[config.mk]
export PLATFORM = sky130hd
export DESIGN_NAME = hazard_scoreboard_flat
export DESIGN_NICKNAME = d
export VERILOG_FILES = /design/src/rtl/hazard_scoreboard_if.sv /design/src/rtl/hazard_scoreboard.sv /design/src/flat_wrapper.sv
export SDC_FILE = /design/constraint.sdc
export NUM_CORES = 1
export LEC_CHECK = 0
export ABC_AREA = 0
export CAP_MARGIN = 40
export CORE_ASPECT_RATIO = 0.7
export CORE_MARGIN = 5
export CORE_UTILIZATION = 49
export CTS_CLUSTER_DIAMETER = 120
export DETAILED_ROUTE_END_ITERATION = 8
export GPL_ROUTABILITY_DRIVEN = 0
export GPL_TIMING_DRIVEN = 0
export PLACE_DENSITY = 0.85
export SYNTH_ARGS = -nofsm -noshare
export SYNTH_HDL_FRONTEND = slang
export SYNTH_SLANG_ARGS = --single-unit
[constraint.sdc]
create_clock -name clk -period 4.49 [get_ports clk]
set_clock_uncertainty 0.05 [all_clocks]
set_input_delay 0.6735 -clock clk [delete_from_list [all_inputs] [get_ports clk]]
set_output_delay 0.6735 -clock clk [all_outputs]
set_load 0.1 [all_outputs]
[src/rtl/hazard_scoreboard_if.sv]
// Bundles the ID-stage request, flush, stall and per-stage tag outputs of hazard_scoreboard.
interface hazard_scoreboard_if #(
    parameter int REG_W = 4,
    parameter int CNT_W = 16
);
    logic             id_valid;
    logic [REG_W-1:0] id_src1;
    logic [REG_W-1:0] id_src2;
    logic             id_two_src;
    logic [REG_W-1:0] id_dest;
    logic             id_wb_en;
    logic             id_mem_read;
    logic             flush;

    logic             stall;
    logic [REG_W-1:0] exe_dest;
    logic [REG_W-1:0] mem_dest;
    logic [REG_W-1:0] wb_dest;
    logic             exe_wb_en;
    logic             mem_wb_en;
    logic             wb_wb_en;
    logic             exe_mem_read;
    logic [15:0]      busy_mask;
    logic [CNT_W-1:0] stall_cnt;

    modport master (
        output id_valid, id_src1, id_src2, id_two_src, id_dest, id_wb_en, id_mem_read, flush,
        input  stall, exe_dest, mem_dest, wb_dest, exe_wb_en, mem_wb_en, wb_wb_en,
               exe_mem_read, busy_mask, stall_cnt
    );

    modport slave (
        input  id_valid, id_src1, id_src2, id_two_src, id_dest, id_wb_en, id_mem_read, flush,
        output stall, exe_dest, mem_dest, wb_dest, exe_wb_en, mem_wb_en, wb_wb_en,
               exe_mem_read, busy_mask, stall_cnt
    );
endinterface

[src/rtl/hazard_scoreboard.sv]
// EXE/MEM/WB destination-tag pipeline with ID-stage stall decision, busy mask and stall counter.
// Define HAZARD_FWD_EN for the forwarding build (stall only on load-use).
module hazard_scoreboard #(
    parameter int REG_W = 4,
    parameter int CNT_W = 16
) (
    input  logic               clk,
    input  logic               rst_n,
    hazard_scoreboard_if.slave bus
);
    typedef struct packed {
        logic [REG_W-1:0] dest;
        logic             wb_en;
        logic             mem_read;
    } tag_t;

    tag_t             r_exe;
    tag_t             r_mem;
    tag_t             r_wb;
    logic [CNT_W-1:0] r_stall_cnt;

    tag_t             w_exe_next;
    logic             w_src_hit_exe;
    logic             w_src_hit_mem;
    logic             w_stall;
    logic [15:0]      w_busy;

    always_comb begin
        w_src_hit_exe = bus.id_valid && r_exe.wb_en &&
                        ((bus.id_src1 == r_exe.dest) ||
                         (bus.id_two_src && (bus.id_src2 == r_exe.dest)));
        w_src_hit_mem = bus.id_valid && r_mem.wb_en &&
                        ((bus.id_src1 == r_mem.dest) ||
                         (bus.id_two_src && (bus.id_src2 == r_mem.dest)));
    end

    // WB writes the register file on the falling edge, so it never participates.
    always_comb begin
`ifdef HAZARD_FWD_EN
        w_stall = !bus.flush && w_src_hit_exe && r_exe.mem_read;
`else
        w_stall = !bus.flush && (w_src_hit_exe || w_src_hit_mem);
`endif
    end

    always_comb begin
        // NOTE: defaulting every field first keeps this block free of inferred latches.
        w_exe_next = '0;
        if (bus.id_valid && !w_stall && !bus.flush) begin
            w_exe_next.dest     = bus.id_dest;
            w_exe_next.wb_en    = bus.id_wb_en;
            w_exe_next.mem_read = bus.id_mem_read;
        end
    end

    always_comb begin
        w_busy = '0;
        for (int r = 0; r < 16; r++) begin
            w_busy[r] = (r_exe.wb_en && (r_exe.dest == REG_W'(r))) ||
                        (r_mem.wb_en && (r_mem.dest == REG_W'(r))) ||
                        (r_wb.wb_en  && (r_wb.dest  == REG_W'(r)));
        end
    end

    // NOTE: non-blocking assignments let all three stages shift from the same pre-edge values.
    always_ff @(posedge clk or negedge rst_n) begin
        if (!rst_n) begin
            r_exe       <= '0;
            r_mem       <= '0;
            r_wb        <= '0;
            r_stall_cnt <= '0;
        end else begin
            r_exe <= w_exe_next;
            r_mem <= r_exe;
            r_wb  <= r_mem;
            if (w_stall && (r_stall_cnt != '1)) begin
                r_stall_cnt <= r_stall_cnt + CNT_W'(1);
            end
        end
    end

    assign bus.stall        = w_stall;
    assign bus.exe_dest     = r_exe.dest;
    assign bus.exe_wb_en    = r_exe.wb_en;
    assign bus.exe_mem_read = r_exe.mem_read;
    assign bus.mem_dest     = r_mem.dest;
    assign bus.mem_wb_en    = r_mem.wb_en;
    assign bus.wb_dest      = r_wb.dest;
    assign bus.wb_wb_en     = r_wb.wb_en;
    assign bus.busy_mask    = w_busy;
    assign bus.stall_cnt    = r_stall_cnt;
endmodule

[src/flat_wrapper.sv]
// flat-port wrapper written by rule: the top's interface ports become plain ports
module hazard_scoreboard_flat 
#(
    parameter int REG_W = 4,
    parameter int CNT_W = 16
)
  (clk, rst_n, bus_id_valid, bus_id_src1, bus_id_src2, bus_id_two_src, bus_id_dest, bus_id_wb_en, bus_id_mem_read, bus_flush, bus_stall, bus_exe_dest, bus_mem_dest, bus_wb_dest, bus_exe_wb_en, bus_mem_wb_en, bus_wb_wb_en, bus_exe_mem_read, bus_busy_mask, bus_stall_cnt);
  hazard_scoreboard_if #(.REG_W(REG_W), .CNT_W(CNT_W)) bus_i ();
  input  logic clk;
  input  logic rst_n;
  input wire logic [$bits(bus_i.id_valid)-1:0] bus_id_valid;
  input wire logic [$bits(bus_i.id_src1)-1:0] bus_id_src1;
  input wire logic [$bits(bus_i.id_src2)-1:0] bus_id_src2;
  input wire logic [$bits(bus_i.id_two_src)-1:0] bus_id_two_src;
  input wire logic [$bits(bus_i.id_dest)-1:0] bus_id_dest;
  input wire logic [$bits(bus_i.id_wb_en)-1:0] bus_id_wb_en;
  input wire logic [$bits(bus_i.id_mem_read)-1:0] bus_id_mem_read;
  input wire logic [$bits(bus_i.flush)-1:0] bus_flush;
  output wire logic [$bits(bus_i.stall)-1:0] bus_stall;
  output wire logic [$bits(bus_i.exe_dest)-1:0] bus_exe_dest;
  output wire logic [$bits(bus_i.mem_dest)-1:0] bus_mem_dest;
  output wire logic [$bits(bus_i.wb_dest)-1:0] bus_wb_dest;
  output wire logic [$bits(bus_i.exe_wb_en)-1:0] bus_exe_wb_en;
  output wire logic [$bits(bus_i.mem_wb_en)-1:0] bus_mem_wb_en;
  output wire logic [$bits(bus_i.wb_wb_en)-1:0] bus_wb_wb_en;
  output wire logic [$bits(bus_i.exe_mem_read)-1:0] bus_exe_mem_read;
  output wire logic [$bits(bus_i.busy_mask)-1:0] bus_busy_mask;
  output wire logic [$bits(bus_i.stall_cnt)-1:0] bus_stall_cnt;
  assign bus_i.id_valid = bus_id_valid;
  assign bus_i.id_src1 = bus_id_src1;
  assign bus_i.id_src2 = bus_id_src2;
  assign bus_i.id_two_src = bus_id_two_src;
  assign bus_i.id_dest = bus_id_dest;
  assign bus_i.id_wb_en = bus_id_wb_en;
  assign bus_i.id_mem_read = bus_id_mem_read;
  assign bus_i.flush = bus_flush;
  assign bus_stall = bus_i.stall;
  assign bus_exe_dest = bus_i.exe_dest;
  assign bus_mem_dest = bus_i.mem_dest;
  assign bus_wb_dest = bus_i.wb_dest;
  assign bus_exe_wb_en = bus_i.exe_wb_en;
  assign bus_mem_wb_en = bus_i.mem_wb_en;
  assign bus_wb_wb_en = bus_i.wb_wb_en;
  assign bus_exe_mem_read = bus_i.exe_mem_read;
  assign bus_busy_mask = bus_i.busy_mask;
  assign bus_stall_cnt = bus_i.stall_cnt;
  hazard_scoreboard #(.REG_W(REG_W), .CNT_W(CNT_W)) u_core (.clk(clk), .rst_n(rst_n), .bus(bus_i));
endmodule
==> results.txt <==
- The flow ran to the end, and the final reports show no timing, DRC or antenna violations.
* Post-Layout Inst Area: between 3000 and 4000 sq um
- OpenSTA, run right after detailed placement, puts the worst setup slack at approximately 700 ps.
- Transition time of the tightest slew-check pin: approximately 870 ps
- The top cell types in the final layout, fill and taps aside, are 67 x sky130_fd_sc_hd__clkdlybuf4s50_1, 50 x sky130_fd_sc_hd__buf_8, 32 x sky130_fd_sc_hd__dfrtp_1, 29 x sky130_fd_sc_hd__nand2_1, 27 x sky130_fd_sc_hd__xor2_1.
- Cell type contributing the most total cell area after synthesis: sky130_fd_sc_hd__dfrtp_1
- The root buffer cell chosen for the clock tree is sky130_fd_sc_hd__clkbuf_8.
* Class of the most critical setup path: input port to output pin
- Internal: between 0.0005 and 0.0006 W
- The detail route stage leaves a number of antenna-violating nets equal to 0.
* DRC viols: 0
- Setup violations remaining at the end of the flow were counted as 0.
* IO Pins: a little under 70
* Setup slack on the worst flop-to-flop path: 2010 ps
- Floorplan die width: roughly 87 um
- Routed met2 length: about 4.3 mm
* Number of antenna violations at the first check in global routing: 0
- Proportion of netlist area held by the largest area contributor: approximately two fifths
- Worst hold margin: 378 ps
- Cell count of the worst reg-to-reg path: 7
* DRC violation total after the first TritonRoute iteration: 269
- Peak supply drop: around 260 uV
- In this run switching power makes up around a third of total power.
- Clock buffer count from CTS: 5
- First-pass GRT wire length: about 13 mm
- Summed over all layers, the global routing overflow is 0.
* Total routing resource utilization after global routing: 31.7%
* Start of the worst register-to-register path: u_core.bus.stall_cnt[1]$_DFFE_PN0P_
- The clock reaches the later pin of the worst-skew pair after 290 ps.
- Wires add up to roughly 8.5 mm.
* Number of max-slew violations in the final report: 0
- Core outline area: about 4000 sq um
- Max Cap Viol: 0
- The count of buffers added on input and output ports is 67.
* Number of fill cells in the layout: between 100 and 150
- Detailed-route via count: 2333
* Yosys Warn Count: 0
* Met3 wire length: between 700 and 800 um
* Setup bufs post-CTS: 0
- After layout, the worst setup slack is between 600 and 700 ps.
* First drt pass iteration count: 6
- Area contributors post-synth: sky130_fd_sc_hd__dfrtp_1 40%, sky130_fd_sc_hd__xor2_1 12%, sky130_fd_sc_hd__nand3_1 5.4%
- In this run the static leakage power is about 1.7 nW.
- Counting I/O delays and the setup requirement, the final critical path takes 3840 ps.
* Hold Crit Depth: 0
- Final clock period utilization by the worst path: a little under nine tenths
- Row generation in the floorplan step produced 19 rows.
* Cts-stage hold buffer count: 0
- Final hold viol count: 0
- Highest metal layer with signal wires: met4
- # resized after CTS: 0
- Clock-pin slew was measured on the worst setup and hold paths at 70 ps.
- # nets final: 348
- Proportion of layout cells with a drive suffix above 1: around 25%
- The die covers about 5500 sq um.
* Cell area after placement: 3520 sq um
- In this run the tightest slew margin relative to its limit is between 40% and 50%.
- Synthesis produced just over 200 cells.
- Setup crit start kind: input port
- Setup repair after global routing missed its margin: no
- Of the total power, registers draw between 40% and 50%.
* Endpoint arrival time on the critical path: about 3100 ps
* Most common cell after layout, fill and taps aside: sky130_fd_sc_hd__clkdlybuf4s50_1
- Share of power burned in combinational logic: roughly 30%
- Of all nets on the critical path, the largest fanout is 10.
- Number of storage elements in the synthesis netlist: 32
- Summing every instance area after synthesis gives about 2000 sq um.
- Portion of the post-synthesis area used by sequential elements: between 30% and 40%
- 0 antenna diodes ended up in the layout.
* Required time worst endpoint: 3770 ps
* Utilization after layout: 91.6%
- M1 wire length: around 3.1 mm
- Capturing point of the worst reg2reg path: u_core.bus.stall_cnt[7]$_DFFE_PN0P_
* Clock Power Share: roughly 30%
* Areal power density over the cells: between 200 and 250 nW/um^2
* CTS sink count: 32
- Via count of the first global-routing pass: about 2500
* Synthesized netlist net count: 224
* Initial cell density of the core: 51.3%
- The analysis attributes to net switching a power of around 0.00027 W.
- Terminating pin of the worst hold path: u_core.bus.mem_dest[1]$_DFF_PN0_
- Library cells used by synthesis: 38
- Dividing the detail-routed wire length by the instance count gives between 20 and 25 um.
- In this run the deepest clock path goes through 2 buffers.
* Post-synthesis to final-layout area growth: 78.4%
- TritonCTS built the clock tree.
- Static timing analysis puts the maximum clock frequency at about 260 MHz.
- The startpoint identified for the worst hold timing path is u_core.bus.exe_dest[1]$_DFF_PN0_.
- Mean instance size in the synthesized netlist: 9.93 sq um
* Level count of the clock H-tree: 2
- Setup TNS: 0 ps
* Classification of the worst-slack hold path: register to register
- Die Height: about 64 um
- Worst Setup End Kind: output pin
- Post-DP HPWL: between 6 and 7 mm
- Entering global routing, the biggest net connects 18 pins.
- Via-per-instance ratio: just over 6
## critical path: stages
cell	delay, ps
sky130_fd_sc_hd__clkdlybuf4s50_1	470
sky130_fd_sc_hd__xor2_2	210
sky130_fd_sc_hd__nor4_2	380
sky130_fd_sc_hd__a32o_2	270
sky130_fd_sc_hd__nor3_4	70
sky130_fd_sc_hd__buf_8	170
sky130_fd_sc_hd__nor2_1	120
sky130_fd_sc_hd__clkdlybuf4s50_1	530
sky130_fd_sc_hd__buf_8	200
## sequential cells by signal, indices dropped and copies added, names as in the netlist
register	count
u_core.bus.exe_dest	4
u_core.bus.exe_mem_read	1
u_core.bus.exe_wb_en	1
u_core.bus.mem_dest	4
u_core.bus.mem_wb_en	1
u_core.bus.stall_cnt	16
u_core.bus.wb_dest	4
u_core.bus.wb_wb_en	1
## through the flow
| step | instances | total power (W) |
|---|---|---|
| 3_5_place_dp | 373 | 0.000549 |
| 6_report | 381 | 0.000780 |
| 3_3_place_gp | 323 | 0.000500 |
| 2_1_floorplan | 204 | 0.000441 |
| 5_1_grt | 381 | 0.000801 |
| 4_1_cts | 381 | 0.000775 |
## cells by family (layout without fill, tap and decap cells)
group	count (synthesis)	after routing	share of synthesized area, %
AO/OA/AOI/OAI	14	14	5.50
XOR/XNOR	30	30	13.3
adder cells (fa/ha/maj)	1	1	0.618
buffers and inverters	9	134	3.15
flip-flops	32	32	39.5
multiplexers	2	2	1.11
AND/OR/NAND/NOR	116	116	36.8
## worst max-delay path by stage
stage                                startpoint        end  depth (start not counted)
2_1_floorplan  u_core.bus.exe_dest[1]$_DFF_PN0_  bus_stall                          7
3_3_place_gp                     bus_id_src1[1]  bus_stall                          8
3_5_place_dp                     bus_id_src1[1]  bus_stall                          9
4_1_cts                          bus_id_src1[1]  bus_stall                          9
5_1_grt                          bus_id_src1[1]  bus_stall                          9
6_report                         bus_id_src1[1]  bus_stall                          9
## power groups by stage
stage	Sequential (W)	Combinational, W	Clock (W)
after detailed placement	0.000319	0.000230	0
after CTS	0.000314	0.000233	0.000228
after floorplan	0.000387	0.0000540	0
after global routing	0.000316	0.000240	0.000244
final	0.000315	0.000234	0.000231
after global placement	0.000318	0.000182	0
## synth_stat cells, drive strengths merged
library cell / instances
nor2b: 6
and3: 4
or2: 1
ha: 1
nand4: 4
or4b: 1
clkbuf: 1
buf: 6
nand2: 29
nor2: 13
xnor2: 2
mux2: 2
nor3: 4
inv: 2
nor4: 12
a222oi: 2
and4bb: 1
and2: 6
xor2: 28
nand3b: 1
nor4b: 3
and2b: 2
and4b: 1
a32o: 1
a22oi: 10
nor3b: 3
nand3: 22
and3b: 2
dfrtp: 32
a21oi: 1
nand2b: 1
## layer usage
layer	track usage, %	vias to the layer above
met2	52.9	196
li1	-	976
met5	0	-
met3	8.22	46
met1	38.0	1115
met4	15.4	0
## layout make-up
class / count / area [sq um] / share of cell area (%)
Multi-Input combinational cell: 163 / 1160 / 32.1
Timing Repair Buffer: 117 / 1430 / 39.7
Clock buffer: 8 / 90.1 / 2.49
Inverter: 2 / 7.51 / 0.208
Buffer: 7 / 56.3 / 1.56
Sequential cell: 32 / 801 / 22.2
Tap cell: 52 / 65.1 / 1.80
No activity file was read; power rests on OpenSTA's default activity.
